[config.mk]
export PLATFORM = sky130hd
export DESIGN_NAME = issue_scheduler
export DESIGN_NICKNAME = d
export VERILOG_FILES = /design/src/rtl/issue_scheduler_pkg.sv /design/src/rtl/issue_scheduler_cdb_rsv_shift.sv /design/src/rtl/issue_scheduler.sv
export SDC_FILE = /design/constraint.sdc
export NUM_CORES = 1
export LEC_CHECK = 0
export CAP_MARGIN = 20
export CELL_PAD_IN_SITES_DETAIL_PLACEMENT = 1
export CELL_PAD_IN_SITES_GLOBAL_PLACEMENT = 2
export CORE_MARGIN = 2
export CORE_UTILIZATION = 25
export CTS_CLUSTER_SIZE = 25
export DETAILED_ROUTE_END_ITERATION = 7
export HOLD_SLACK_MARGIN = 0.15
export PLACE_DENSITY = 0.7
export SLEW_MARGIN = 20
export SYNTH_ARGS = -nofsm -noshare
export SYNTH_HDL_FRONTEND = slang
export SYNTH_SLANG_ARGS = --single-unit
[constraint.sdc]
create_clock -name clk -period 3.3 [get_ports clk]
set_clock_uncertainty 0.05 [all_clocks]
set_input_delay 0.33 -clock clk [delete_from_list [all_inputs] [get_ports clk]]
set_output_delay 0.33 -clock clk [all_outputs]
set_load 0.05 [all_outputs]
[src/rtl/issue_scheduler_pkg.sv]
// Shared types and constants for the issue scheduler and its CDB reservation register.
// The reservation slot positions encode each unit's fixed result latency.
package issue_scheduler_pkg;

    typedef enum logic [2:0] {
        CDB_EMPTY = 3'd0,
        CDB_INT   = 3'd1,
        CDB_MEM   = 3'd2,
        CDB_MULT  = 3'd3,
        CDB_DIV   = 3'd4
    } cdb_src_t;

    localparam int CDB_DEPTH   = 7;
    localparam int SLOT_INTMEM = 0;
    localparam int SLOT_MULT   = 3;
    localparam int SLOT_DIV    = 6;
    localparam int DIV_LAT     = 7;

    // Divider countdown starts one short of its latency so the next grant lands at t+DIV_LAT.
    localparam logic [2:0] DIV_CNT_LOAD = 3'(DIV_LAT - 1);

    function automatic logic slot_free(input cdb_src_t s);
        return (s == CDB_EMPTY);
    endfunction

endpackage

[src/rtl/issue_scheduler_cdb_rsv_shift.sv]
// Reservation register: one entry per future CDB cycle, shifting toward the bus each clock.
// Grants claim slots after the shift; the scheduler guarantees only free slots are claimed.
module cdb_rsv_shift
    import issue_scheduler_pkg::*;
(
    input  logic     clk,
    input  logic     rst,
    input  logic     wr_intmem,
    input  cdb_src_t intmem_src,
    input  logic     wr_mult,
    input  logic     wr_div,
    output cdb_src_t cdb_o,
    output cdb_src_t next_intmem_o,
    output cdb_src_t next_mult_o
);

    cdb_src_t [CDB_DEPTH-1:0] rsv_d;
    cdb_src_t [CDB_DEPTH-1:0] rsv_q;

    // Shift one slot toward the bus, then overlay this cycle's grants.
    always_comb begin
        rsv_d = {CDB_DEPTH{CDB_EMPTY}};
        for (int i = 0; i < CDB_DEPTH - 1; i++) begin
            rsv_d[i] = rsv_q[i+1];
        end
        rsv_d[SLOT_INTMEM] = wr_intmem ? intmem_src : rsv_q[SLOT_INTMEM+1];
        rsv_d[SLOT_MULT]   = wr_mult   ? CDB_MULT   : rsv_q[SLOT_MULT+1];
        rsv_d[SLOT_DIV]    = wr_div    ? CDB_DIV    : CDB_EMPTY;
    end

    // Reservation state, cleared asynchronously so no stale broadcast survives reset.
    always_ff @(posedge clk or negedge rst) begin
        if (!rst) begin
            rsv_q <= {CDB_DEPTH{CDB_EMPTY}};
        end else begin
            rsv_q <= rsv_d;
        end
    end

    assign cdb_o         = rsv_q[0];
    assign next_intmem_o = rsv_q[SLOT_INTMEM+1];
    assign next_mult_o   = rsv_q[SLOT_MULT+1];

endmodule

[src/rtl/issue_scheduler.sv]
// Issue scheduler: grants int/mem/mult/div issue so that no two results collide on the CDB.
// Grants are combinational; CDB ownership, LRU and divider occupancy are registered.
module issue_scheduler
    import issue_scheduler_pkg::*;
(
    input  logic       clk,
    input  logic       rst,
    input  logic       ready_int,
    input  logic       ready_mem,
    input  logic       ready_mult,
    input  logic       ready_div,
    input  logic       flush,
    output logic       issue_int,
    output logic       issue_mem,
    output logic       issue_mult,
    output logic       issue_div,
    output logic [2:0] cdb_sel,
    output logic       div_busy
);

    cdb_src_t   cdb_s;
    cdb_src_t   next_intmem_s;
    cdb_src_t   next_mult_s;
    cdb_src_t   intmem_src_s;
    logic       grant_en_s;
    logic       elig_int_s;
    logic       elig_mem_s;
    logic       lru_d;
    logic       lru_q;
    logic [2:0] div_cnt_d;
    logic [2:0] div_cnt_q;

    // Arbitration; lru_q low means int wins a tie. Reset also masks grants while held.
    always_comb begin
        grant_en_s   = rst & ~flush;
        elig_int_s   = grant_en_s & ready_int & slot_free(next_intmem_s);
        elig_mem_s   = grant_en_s & ready_mem & slot_free(next_intmem_s);
        issue_int    = elig_int_s & (~elig_mem_s | ~lru_q);
        issue_mem    = elig_mem_s & (~elig_int_s | lru_q);
        issue_mult   = grant_en_s & ready_mult & slot_free(next_mult_s);
        issue_div    = grant_en_s & ready_div & (div_cnt_q == 3'd0);
        intmem_src_s = issue_mem ? CDB_MEM : CDB_INT;
    end

    // Next-state for LRU and divider countdown.
    always_comb begin
        lru_d     = issue_int ? 1'b1 : (issue_mem ? 1'b0 : lru_q);
        div_cnt_d = issue_div ? DIV_CNT_LOAD
                  : ((div_cnt_q != 3'd0) ? (div_cnt_q - 3'd1) : 3'd0);
    end

    // LRU and divider occupancy state.
    always_ff @(posedge clk or negedge rst) begin
        if (!rst) begin
            lru_q     <= 1'b0;
            div_cnt_q <= 3'd0;
        end else begin
            lru_q     <= lru_d;
            div_cnt_q <= div_cnt_d;
        end
    end

    cdb_rsv_shift u_rsv (
        .clk           (clk),
        .rst           (rst),
        .wr_intmem     (issue_int | issue_mem),
        .intmem_src    (intmem_src_s),
        .wr_mult       (issue_mult),
        .wr_div        (issue_div),
        .cdb_o         (cdb_s),
        .next_intmem_o (next_intmem_s),
        .next_mult_o   (next_mult_s)
    );

    assign cdb_sel  = cdb_s;
    assign div_busy = (div_cnt_q != 3'd0);

endmodule

==> run summary <==
### Cells and area
- commonest cells after routing, fill and taps aside: dfrtp_1 (16), clkdlybuf4s50_1 (11), inv_1 (5)
- final layout net count: 72
- leading cell type in the layout, fill and taps excluded: dfrtp_1
- non-filler cells in the finished layout: 90
- area added between synthesis and finish: 34.4%
- fraction of layout instances using a drive strength above 1: 16.1%
- Fill cells: 266
- n_diodes: 0

### Placement
- detailed-placement wirelength estimate: 799 µm
- GP Congestion: 0.676
- worst slack after detailed placement: 0.868 ns
- number of instances in the placed design: 86
- Port-buffer cells: 14

### Timing
- pins over their slew limit: 0
- endpoints failing hold: 0
- post-route setup slack: 0.759 ns
- number of failing setup endpoints in the final timing report: 0
- Max Clk Rate: 394 MHz
- Slew Limit Headroom: 66.9%
- Total Neg Setup Slack: 0 ns
- shortest clock period the worst path allows after layout: 2.54 ns
- final worst path period share: 77.0%
- setup repair after global routing missed its margin: no
- transition time at the pin with the least slew margin: 0.495 ns

### Logic synthesis
- combinational family with the most area after synthesis: simple AND/OR/NAND/NOR gates
- adder and majority gate portion of the synthesized area: 4.22%
- flop and latch count out of synthesis: 16
- synthesized instance count: 45
- synthesized-area fraction occupied by and/or/nand/nor cells: 15.0%
- warnings from Yosys: 0
- portion of netlist area occupied by mux cells: 0%
- area share of xor/xnor cells in the synthesized design: 0%
- register area share after synthesis: 67.5%
- mean area per synthesized cell: 13.2 µm²
- number of nets in the synthesized netlist: 54
- Synth Area in Compound Gates: 8.86%
- post-synth design cell area: 593 µm²
- Synth cell types: 20

### Critical path
- largest stage delay on the critical path: 0.81 ns
- Largest delay share family, worst path: buffers and inverters
- count of buffering cells on the critical path with inverters included: 2
- WP data arrival: 2.16 ns
- type of element capturing the critical path: output port
- maximum fanout along the worst path: 4
- launch point of the worst reg-to-reg path: div_cnt_q[0]$_DFF_PN0_
- Cell Chain, Critical Path: inv_1 -> ha_1 -> and2b_1 -> and3_1 -> clkdlybuf4s50_1
- Crit Path Category: reg -> out
- source of the critical timing path: div_cnt_q[0]$_DFF_PN0_
- cell with the largest stage delay on the worst path: clkdlybuf4s50_1
- type of element launching the critical path: register
- CP Data Required Time: 2.92 ns

### Worst hold path
- start point of the worst min-delay path: u_rsv.rsv_d[7]$_DFF_PN0_
- Hold Path Class: reg -> reg

### Clock tree
- clock buffer depth: 2
- maximum level of the CTS H-tree: 1
- insertion delay to the later sink of the worst-skew pair: 0.28 ns
- post-CTS resize count: 0
- cell chosen for the clock root: clkbuf_4
- clock sink total: 16
- CTS tree: done
- quantity of hold-fixing buffers added after cts: 0
- Post CTS Setup Buffer Count: 0
- CTS clk-pin slew, worst paths: 0.10 ns
- number of buffers inserted during clock tree synthesis: 3

### Floorplanning
- core region area: 0.00223 mm²
- number of placement rows: 17
- I/O pin cnt: 15
- Chip Height: 52.7 µm
- floorplan die width: 52.7 µm
- initial standard-cell utilization of the core: 26.6%
- floorplan die area: 0.00278 mm²

### GRT
- Remaining Overflow, GRT: 0
- number of antenna violations at the first check in global routing: 0
- pin count of the biggest net entering global routing: 19
- global routing usage summed across all routing layers: 10.3%
- vias in the first global route: 436
- first-pass GRT wire length: 2020 µm

### Routing
- DRC viols: 0
- number of design-rule violations left by the first detailed-router iteration: 4
- number of vias after detailed routing: 387
- total wirelength of the detailed-routed design: 1080 µm
- antenna violation net count after detailed routing: 0
- per-cell via count in the routed design: 4.30
- number of detailed-route iterations in the first pass: 4
- routed wirelength normalized by instance count: 12.0 µm

### Power and ir drop
- Leak: 0.382 nW
- total power divided by cell area: 668 mW/mm²
- Power Total: 0.533 mW
- Worst IR Drop VDD: 0.272 mV

### Flow run
- number of maximum-capacitance constraint violations: 0

### Run status
- outcome: complete, no violations

per-layer routing:
metal	track usage (%)	share of wire, %
met1	13.4	46
met2	15.4	44
met3	3.71	9.2
met4	3.85	0
met5	0	0
synth_stat cells:
cell type   n  share of area [%]
ha_1        2                4.2
dfrtp_1    16                 68
and3_1      1                1.1
clkbuf_1    2                1.3
inv_1       5                3.2
o21bai_1    1                1.3
a21oi_1     2                1.7
a311oi_1    1                1.5
nor4_1      1                1.1
and2b_1     1                1.3
nor4b_4     1                4.0
nor3b_1     1                1.3
o21ai_0     1               0.84
and3_2      1                1.3
nand2_1     2                1.3
nor2b_1     2                2.1
o31ai_1     2                2.5
nand2b_1    1                1.1
a31oi_1     1                1.1
nor2_1      1               0.63
cells by family (layout without fill, tap and decap cells):
logic type	Yosys count	after routing
AO/OA/AOI/OAI	8	8
flip-flops	16	16
adder cells (fa/ha/maj)	2	2
buffers and inverters	7	24
AND/OR/NAND/NOR	12	12
registers in the layout, summed over array words and instances (netlist names):
| register | count |
|---|---|
| u_rsv.next_mult_o | 1 |
| lru_q | 1 |
| u_rsv.rsv_d | 6 |
| div_cnt_q | 3 |
| u_rsv.next_intmem_o | 2 |
| u_rsv.cdb_o | 3 |
report_power, final:
| part | internal, mW | switching, mW | total [mW] |
|---|---|---|---|
| clock | 0.0672 | 0.0631 | 0.130 |
| sequential | 0.228 | 0.0172 | 0.245 |
| combinational | 0.0632 | 0.0937 | 0.157 |
| total | 0.359 | 0.174 | 0.533 |
final cells by class:
cell class / instances / area (µm²) / share of cell area [%]
sequential: 16 / 400 / 50.2
timing repair buffer: 15 / 140 / 17.6
tap: 28 / 35.0 / 4.40
multi-input combinational: 22 / 166 / 20.9
inverter: 5 / 18.8 / 2.35
clock buffer: 4 / 36.3 / 4.55
metrics by stage:
stage / utilization, % / instance area [µm²] / hold slack [ns]
final: 35.7 / 797 / 0.303
after detailed placement: 34.1 / 761 / 0.286
after global placement: 34.1 / 761 / 0.283
after global routing: 35.7 / 797 / 0.324
after CTS: 35.7 / 797 / 0.311
after floorplan: - / 593 / -0.0156
worst paths after layout:
| check | cells after the start | slack, ns | to |
|---|---|---|---|
| min | 0 | 0.30 | u_rsv.rsv_d[4]$_DFF_PN0_ |
| max reg2reg | 5 | 1.93 | div_cnt_q[1]$_DFF_PN0_ |
| max in group asynchronous | 2 | 2.64 | u_rsv.rsv_d[14]$_DFF_PN0_ |
| max | 5 | 0.76 | issue_div |
| min reg2reg | 0 | 0.30 | u_rsv.rsv_d[4]$_DFF_PN0_ |
| min in group asynchronous | 2 | 0.37 | u_rsv.cdb_o[0]$_DFF_PN0_ |
No activity file was read; power rests on OpenSTA's default activity.
==> RTL change, RTL diff (same flow settings) <==
Register the input `ready_div` before use. The logic sees it one clock later. The other inputs are not delayed to match.
--- a/src/rtl/issue_scheduler.sv
+++ b/src/rtl/issue_scheduler.sv
@@ -18,4 +18,10 @@
     output logic       div_busy
 );
+
+    logic ready_div_q;
+
+    always_ff @(posedge clk) begin
+        ready_div_q <= ready_div;
+    end
 
     cdb_src_t   cdb_s;
@@ -39,5 +45,5 @@
         issue_mem    = elig_mem_s & (~elig_int_s | lru_q);
         issue_mult   = grant_en_s & ready_mult & slot_free(next_mult_s);
-        issue_div    = grant_en_s & ready_div & (div_cnt_q == 3'd0);
+        issue_div    = grant_en_s & ready_div_q & (div_cnt_q == 3'd0);
         intmem_src_s = issue_mem ? CDB_MEM : CDB_INT;
     end
Behaviour: not the same (a bounded check fails within 4 cycles, from zero or initial values and one cycle with rst low).
==> RTL change against the unedited design <==
Via count is 0.78% higher; area after synthesis up 3.4%; synthesized cell count rose by 2.2%; power down 2.9%; cell area is 1.3% higher; worst setup slack better by 0.015 ns; sequential cell count grew 1; wire length decreased by 4.2%; critical endpoint unchanged.
==> RTL change: results (changes against the unedited design) <==
* Worst hold-check slack at 0.305 ns (+0.00260 ns)
* GP Congestion at 0.659 (-2.4%)
* Hold crit path type: reg -> reg
* Non-clock buffer share at 17.4% (-0.22 points)
* Initial DRT Pass Iterations at 1 (-3)
* Maximum VDD drop at 0.332 mV (+22%)
* Drt initial violations at 0 (-4)
* Placed instance area at 781 sq um (+2.6%)
* Hold path start: u_rsv.rsv_d[4]
* Asr flop ratio synth at 94.1% (-5.9 points)
* Final core occ at 35.5% (-0.23 points)
* Power, Total at 0.000517 W (-2.9%)
* Static leakage power at 0.384 nW (+0.64%)
* DR WL/cell at 11.4 um (-5.2%)
* Final Cell Area at 807 sq um (+1.3%)
* Post-DP HPWL at 781 um (-2.2%)
* Vias in the first global route at 425 (-2.5%)
* Slew @ Worst Pin at 0.496 ns (+0.000622 ns)
* Clk cell area share at 3.26% (-1.3 points)
* WHS Endpoint: u_rsv.next_intmem_o[1]
* Non-filler cells, final at 91 (+1.1%)
* Combinational fraction of design power at 29.7% (+0.2 points)
* Ranking of synthesized cells by area: dfrtp_1, ha_1, nor4b_4
* Placed cell count at 87 (+1.2%)
* First-pass GRT wire length at 1770 um (-13%)
* Sw Ratio at 32.3% (-0.37 points)
* Register fraction of the total cell area at 52.1% (+1.9 points)
* Vias per inst at 4.29 (-0.33%)
* R2R Path End: div_cnt_q[1]
* Seq/Total Area, Yosys at 68.6% (+1.1 points)
* Layout cells sized above 1 at 14.3% (-1.8 points)
* Clock-net power at 0.000106 W (-18%)
* Syn Nets at 55 (+1.9%)
* Status: finished clean
* Avg Cell Area, Syn at 13.3 sq um (+1.1%)
* Register bit total from synthesis at 17 (+1)
* Final nets at 73 (+1.4%)
-- RTL change: how the worst max path moves through the flow --
stage | to | slack [ns] | cells past startpoint
5_1_grt | issue_div | 0.61 | 5
6_report | issue_div | 0.77 | 5
2_1_floorplan | issue_mem | 0.91 | 2
3_3_place_gp | issue_div | 0.88 | 4
4_1_cts | issue_div | 0.75 | 5
3_5_place_dp | issue_div | 0.89 | 4
-- RTL change: per-layer routing --
layer  routed length, um  GRT usage, %  vias to the layer above
li1                    -             -                      187
met1                 449          9.79                      188
met2                 499          14.8                       13
met3                  75          2.54                        2
met4                  15          5.13                        0
met5                   0             0                        -
-- RTL change: cells by family after synthesis --
kind of cell	after synthesis	synth area share, %
buf+inv	7	4.29
compound gates	8	8.57
fa+ha+maj	2	4.08
simple gates	12	14.5
flops	17	68.6
-- RTL change: worst max-delay path, stage by stage (launching register included) --
cell and delay [ns]:
dfrtp_1 0.39, inv_1 0.08, ha_1 0.18, and2b_1 0.19, and3_1 0.21, clkdlybuf4s50_1 0.82
